### src/rtl/qs_bank_sched.sv
// Bank scheduler for a three-stage (enqueue / sort / dequeue) pipeline over BANKS_N banks.
// Optional stall counters are compiled in by defining QS_BANK_SCHED_PERF_EN.
module qs_bank_sched #(
    parameter int BANKS_N = 2,
    parameter int CNT_W   = 16,
    localparam int IDX_W  = $clog2(BANKS_N)
) (
    input  logic             clk,
    input  logic             rst,
    input  logic             enq_req,
    input  logic             srt_req,
    input  logic             deq_req,
    input  logic             enq_done,
    input  logic             srt_done,
    input  logic             deq_done,
    output logic             enq_gnt_r,
    output logic             srt_gnt_r,
    output logic             deq_gnt_r,
    output logic [IDX_W-1:0] enq_idx_r,
    output logic [IDX_W-1:0] srt_idx_r,
    output logic [IDX_W-1:0] deq_idx_r,
    output logic             empty_r,
    output logic             full_r,
    output logic             busy_r,
    output logic [CNT_W-1:0] enq_stall_cnt_r,
    output logic [CNT_W-1:0] deq_stall_cnt_r
);

    // bank state | meaning
    // B_EMPTY    | free, waiting for enqueue
    // B_ENQ      | owned by enqueue stage
    // B_LOADED   | filled, waiting for sort
    // B_SRT      | owned by sort stage
    // B_SORTED   | sorted, waiting for dequeue
    // B_DEQ      | owned by dequeue stage
    typedef enum logic [2:0] {B_EMPTY, B_ENQ, B_LOADED, B_SRT, B_SORTED, B_DEQ} bank_st_t;

    // Stage index: 0 = enq, 1 = srt, 2 = deq
    function automatic bank_st_t pre_st(input int s);
        case (s)
            0:       return B_EMPTY;
            1:       return B_LOADED;
            default: return B_SORTED;
        endcase
    endfunction

    function automatic bank_st_t own_st(input int s);
        case (s)
            0:       return B_ENQ;
            1:       return B_SRT;
            default: return B_DEQ;
        endcase
    endfunction

    function automatic bank_st_t post_st(input int s);
        case (s)
            0:       return B_LOADED;
            1:       return B_SORTED;
            default: return B_EMPTY;
        endcase
    endfunction

    bank_st_t         bank_q [BANKS_N];
    bank_st_t         bank_d [BANKS_N];
    logic [2:0]       gnt_q, gnt_d;
    logic [IDX_W-1:0] ptr_q [3];
    logic [IDX_W-1:0] ptr_d [3];
    logic [IDX_W-1:0] idx_q [3];
    logic [IDX_W-1:0] idx_d [3];
    logic [2:0]       req_v, done_v;
    logic             empty_d, full_d;

    assign req_v  = {deq_req, srt_req, enq_req};
    assign done_v = {deq_done, srt_done, enq_done};

    // Stages only ever touch the bank at their own pointer, so their updates never collide.
    always_comb begin
        for (int b = 0; b < BANKS_N; b++) bank_d[b] = bank_q[b];
        gnt_d = gnt_q;
        for (int s = 0; s < 3; s++) begin
            ptr_d[s] = ptr_q[s];
            idx_d[s] = idx_q[s];
        end
        for (int s = 0; s < 3; s++) begin
            if (gnt_q[s]) begin
                if (done_v[s]) begin
                    bank_d[idx_q[s]] = post_st(s);
                    gnt_d[s]         = 1'b0;
                    ptr_d[s]         = ptr_q[s] + 1'b1;
                end
            end else if (req_v[s] && bank_q[ptr_q[s]] == pre_st(s)) begin
                bank_d[ptr_q[s]] = own_st(s);
                gnt_d[s]         = 1'b1;
                idx_d[s]         = ptr_q[s];
            end
        end
        empty_d = 1'b1;
        full_d  = 1'b1;
        for (int b = 0; b < BANKS_N; b++) begin
            if (bank_d[b] == B_EMPTY) full_d  = 1'b0;
            else                      empty_d = 1'b0;
        end
    end

    always_ff @(posedge clk or negedge rst) begin
        if (!rst) begin
            for (int b = 0; b < BANKS_N; b++) bank_q[b] <= B_EMPTY;
            for (int s = 0; s < 3; s++) begin
                ptr_q[s] <= '0;
                idx_q[s] <= '0;
            end
            gnt_q   <= '0;
            empty_r <= 1'b1;
            full_r  <= 1'b0;
            busy_r  <= 1'b0;
        end else begin
            for (int b = 0; b < BANKS_N; b++) bank_q[b] <= bank_d[b];
            for (int s = 0; s < 3; s++) begin
                ptr_q[s] <= ptr_d[s];
                idx_q[s] <= idx_d[s];
            end
            gnt_q   <= gnt_d;
            empty_r <= empty_d;
            full_r  <= full_d;
            busy_r  <= |gnt_d;
        end
    end

    assign enq_gnt_r = gnt_q[0];
    assign srt_gnt_r = gnt_q[1];
    assign deq_gnt_r = gnt_q[2];
    assign enq_idx_r = idx_q[0];
    assign srt_idx_r = idx_q[1];
    assign deq_idx_r = idx_q[2];

`ifdef QS_BANK_SCHED_PERF_EN
    // A stall is a cycle with a pending request that the grant logic turns down.
    logic enq_stall, deq_stall;
    assign enq_stall = enq_req && !gnt_q[0] && (bank_q[ptr_q[0]] != B_EMPTY);
    assign deq_stall = deq_req && !gnt_q[2] && (bank_q[ptr_q[2]] != B_SORTED);

    always_ff @(posedge clk or negedge rst) begin
        if (!rst) begin
            enq_stall_cnt_r <= '0;
            deq_stall_cnt_r <= '0;
        end else begin
            if (enq_stall && enq_stall_cnt_r != '1) enq_stall_cnt_r <= enq_stall_cnt_r + 1'b1;
            if (deq_stall && deq_stall_cnt_r != '1) deq_stall_cnt_r <= deq_stall_cnt_r + 1'b1;
        end
    end
`else
    assign enq_stall_cnt_r = '0;
    assign deq_stall_cnt_r = '0;
`endif

endmodule

### config.mk
export PLATFORM = sky130hd
export DESIGN_NAME = qs_bank_sched
export DESIGN_NICKNAME = d
export VERILOG_FILES = /design/src/rtl/qs_bank_sched.sv
export SDC_FILE = /design/constraint.sdc
export NUM_CORES = 1
export LEC_CHECK = 0
export ABC_AREA = 1
export CAP_MARGIN = 20
export CORE_AREA = 3 3 57 59
export CTS_CLUSTER_DIAMETER = 30
export DETAILED_ROUTE_END_ITERATION = 7
export DIE_AREA = 0 0 60 62
export PLACE_DENSITY = 0.77
export REMOVE_ABC_BUFFERS = 1
export SYNTH_ARGS = -nofsm -noshare
export SYNTH_HDL_FRONTEND = slang
export SYNTH_SLANG_ARGS = --single-unit
### constraint.sdc
create_clock -name clk -period 1.59 [get_ports clk]
set_input_delay 0.2385 -clock clk [delete_from_list [all_inputs] [get_ports clk]]
set_output_delay 0.2385 -clock clk [all_outputs]
set_load 0.1 [all_outputs]
-- After elaboration in Yosys (flattened, before gate mapping)
Index checks and enable logic that the tools add are counted.
- add/sub/neg operators: 3
- $lt $le $gt $ge: 12
- equal/unequal tests: 3
- muxes and demuxes: 64
- bitwise operators: 9
- reductions and logical operators: 18
- operator list (cell ; number):
    2-to-1 mux 3 bit ; 30
    2-to-1 mux 6 bit ; 9
    bitwise mux 6 bit ; 6
    demux 3 bit (select 1 bit) ; 6
    2-to-1 mux 1 bit ; 13
    >= comparator 2 bit (second input constant) ; 6
    less-than comparator 2 x 1 -> 1 bit (second input constant) ; 6
    inverter 1 -> 2 bit ; 6
    AND reduction 2 bit ; 6
    equality test 3 bit ; 3
    logical AND 1 bit ; 9
    logical NOT 3 bit ; 2
    adder 1 bit (second input constant) ; 3
    inverter 1 bit ; 3
    OR reduction 3 bit ; 1
- register bits after elaboration: 18
- input bits: 8
- output and inout bits: 41

-- Logic depth before layout (Yosys ltp)
Gate-level depths: netlist (run 1).
- depth after elaboration: 20
- depth in mapped cells: 12
- depth with buffers taken out: 12

-- Worst setup path after synthesis (run 1)
Ideal clock, no wire load.
- path type: reg2reg
- from: register gnt_q[0]
- to: register full_r
- setup time: 113 ps
- arrival time: 1794 ps
- data required time: 1477 ps
- path slack: -317 ps
- stages on the path, launching flop included: 11
- period minus slack after synthesis: 1907 ps
- cell sequence: dfrtp_1 > nand2_2 > or2_4 > nand2_2 > nand2_2 > nand3_2 > nand2_2 > inv_2 > nand3_2 > nand2_1 > inv_1
- RTL lines (what ; line ; text):
    from (decl) ; 65 ; logic [2:0] gnt_q, gnt_d;
    from (signal assigned) ; 122 ; gnt_q <= gnt_d;
    to (signal assigned) ; 124 ; full_r <= full_d;
    to (decl) ; 23 ; output logic full_r,

==> summary.md, run 1 <==
| Metric | Value |
|---|---|
| Final Slew Violations | `0` |
| Via count | `883` |
| Total die area | `0.00372 sq mm` |
| Clk sinks | `18` |
| I/O Buffers | `16` |
| Seq cells post-synth | `18` |
| CTS Root Cell | `clkbuf_4` |
| Critical path class | `reg2reg` |
| Synth cell types | `20` |
| Overflow after GRT | `0` |
| Post-DR vias/cell | `4.29` |
| Final core occ | `51.4%` |
| Min Tclk post-route | `1.45 ns` |
| FF-to-FF setup slack | `0.14 ns` |
| Register area | `452 sq um` |
| CTS tree | `built` |
| NumNets Final | `184` |
| Cts hold-fix bufs | `0` |
| Clock transition at path regs | `0.11 ns` |
| Detail Placement HPWL | `1680 microns` |
| Required time of the critical path | `1.79 ns` |
| H-tree depth | `1` |
| Setup TNS | `0 ns` |
| Drt initial violations | `24` |
| WL met3 | `151 microns` |
| RePlAce Congestion | `0.863` |
| Clk_lat worst skew | `0.29 ns` |
| Crit-path cells | `nor2_1 -> nand2_1 -> nand2_2 -> nand3_1 -> nand3_2 -> nand2_2 -> nor2_2 -> nand3_1 -> nand2_1 -> inv_1` |
| Tcrit/Tclk final | `91.2%` |
| CP endpoint kind | `flip-flop` |
| FP Rows | `19` |
| First-pass GRT wire length | `3350 microns` |
| Status | `complete, no violations` |
| Clock Path Buffers | `2` |
| Initial antenna violation count | `0` |
| Vias in the first global route | `785` |
| Max FO, Critical Path | `4` |
| Metal2 WL | `996 microns` |
| Area Growth Syn to Fin | `20.6%` |
| Layout cells sized above 1 | `22.3%` |
| Multi-input gate area | `531 sq um` |
| Worst Clk Skew | `0.00436 ns` |
| Hold WC Path Type | `in2async` |
| Total CTS buffers | `3` |
| Critical Path Source Type | `flip-flop` |
| Fillers | `261` |
| Slowest cell on crit path | `dfrtp_1` |
| Worst Path Arrival | `1.65 ns` |
| ANT cells | `0` |
| Final Routed Wirelength | `2030 microns` |
| Sequential area share after synthesis | `38.4%` |
| # DRC | `0` |
| Post-Syn Instances | `151` |
| Die Wd | `60 microns` |
| DRT antenna net count | `0` |
| Pre-antenna DRT Iters | `4` |
| Setup Buffers After CTS | `0` |
| Syn Area/Cell | `7.78 sq um` |
| Detailed-route wire length per cell | `9.87 microns` |
| Critical path buffers and inverters | `1` |
| Setup repair after global routing missed its margin | `no` |
| Max Freq | `689 MHz` |
| CP top delay family | `simple AND/OR/NAND/NOR gates` |
| Met1 WL | `864 microns` |
| Post-synthesis cell area | `0.00117 sq mm` |
| Max cap viols | `0` |
| CP max stage delay | `0.43 ns` |
| Cts repair resizes | `0` |
| Endpoints failing hold | `0` |
| # setup viols final | `0` |
| Ys Warns | `0` |
| Largest net degree at the start of global routing | `19` |
| Total GRT Usage | `12.1%` |
| I/O pin count | `49` |
| Initial Util | `42.6%` |
| Die Span Y | `62 microns` |
| Max Used Layer | `met4` |
| Placeable Area | `0.00276 sq mm` |
## flip-flops by register name, summed over array words and instances (netlist names)
register	flops
deq_idx_r	1
busy_r	1
enq_idx_r	1
gnt_q	3
full_r	1
ptr_q	3
bank_q	6
empty_r	1
srt_idx_r	1
## stage by stage
step	hold slack, ns	area (sq um)	worst slack, ns	instances
floorplan	-0.0571	1050	-0.317	150
global placement	0.517	1380	-0.0324	202
detailed placement	0.537	1380	-0.0641	202
CTS	0.273	1410	0.124	206
global route	0.291	1420	0.00810	206
finish	0.260	1420	0.139	206
## worst register-to-register path: cells and delay by family (launching register included)
| kind | cells | cell delay [ns] |
|---|---|---|
| AND/OR/NAND/NOR | 9 | 0.89 |
| buffers and inverters | 1 | 0.03 |
| flip-flops | 1 | 0.43 |
## area by class of cell
type	instances	area share (%)
multi-input cells	113	37.5
flip-flops and latches	18	31.9
repair buffers	21	20.3
inverters	19	5.04
well taps	31	2.74
clock buffers	4	2.56
## routing by layer
metal	global-route usage [%]	vias up
li1	-	445
met1	15.1	402
met2	20.5	32
met3	3.10	4
met4	3.80	0
met5	0	-
## kinds of logic (layout without fill, tap and decap cells)
group | count (synthesis) | in the layout | synth area share [%]
other cells | 1 | 32 | 0.319
simple gates | 71 | 71 | 29.0
compound gates | 7 | 7 | 3.51
buf+inv | 51 | 44 | 26.5
flops | 18 | 18 | 38.4
xor+xnor | 3 | 3 | 2.24
## cells in the final DEF (no fill, tap or decap), drive strengths merged
master and count:
xor2 3, or2 2, clkbuf 4, nand3 13
or3 1, clkdlybuf4s50 7, dfstp 1, dfrtp 17
nand4 1, inv 19, a21boi 1, nor2 12
buf 14, o21ai 4, a21oi 2, conb 32
nand2 42
## final timing paths
path | cells after the start | end | start
min in group clk | 1 | bank_q[1] | ptr_q[0]
worst max-delay path | 10 | full_r | bank_q[5]
max in group asynchronous | 2 | empty_r | rst
worst min-delay path | 2 | ptr_q[2] | rst
worst max register to register | 10 | full_r | bank_q[5]
worst min register to register | 1 | bank_q[1] | ptr_q[0]
## cell usage after synthesis
cell type,count,area [sq um]
dfstp_2,1,26.3
nor2_1,10,37.5
inv_1,17,63.8
nor2_2,2,12.5
xor2_1,3,26.3
dfrtp_1,17,425
or2_4,2,17.5
nand3_1,9,45.0
a21boi_2,1,11.3
or3_1,1,6.26
nand3_2,4,40.0
nand2_1,35,131
nand2_2,7,43.8
o21ai_0,3,15.0
o21ai_1,1,5.00
inv_2,2,7.51
conb_1,1,3.75
buf_4,32,240
a21oi_1,2,10.0
nand4_1,1,6.26
Power of run 1 is not shown: default switching activity piles up to over one toggle a cycle in this logic, so the estimate is an artifact.
==> inputs of run 2 (changes only) <==
Settings changed: HOLD_SLACK_MARGIN from default to 0.12.
==> results of run 2 <==
No change in the layout: final DEF, timing and power equal those of run 1.
Power of run 2 is left out for the same reason.
==> inputs of run 3 (changes only) <==
Settings changed: SKIP_LAST_GASP from default to 1.
==> results of run 3 <==
No change in the layout: final DEF, timing and power equal those of run 1.
Power of run 3 is left out for the same reason.
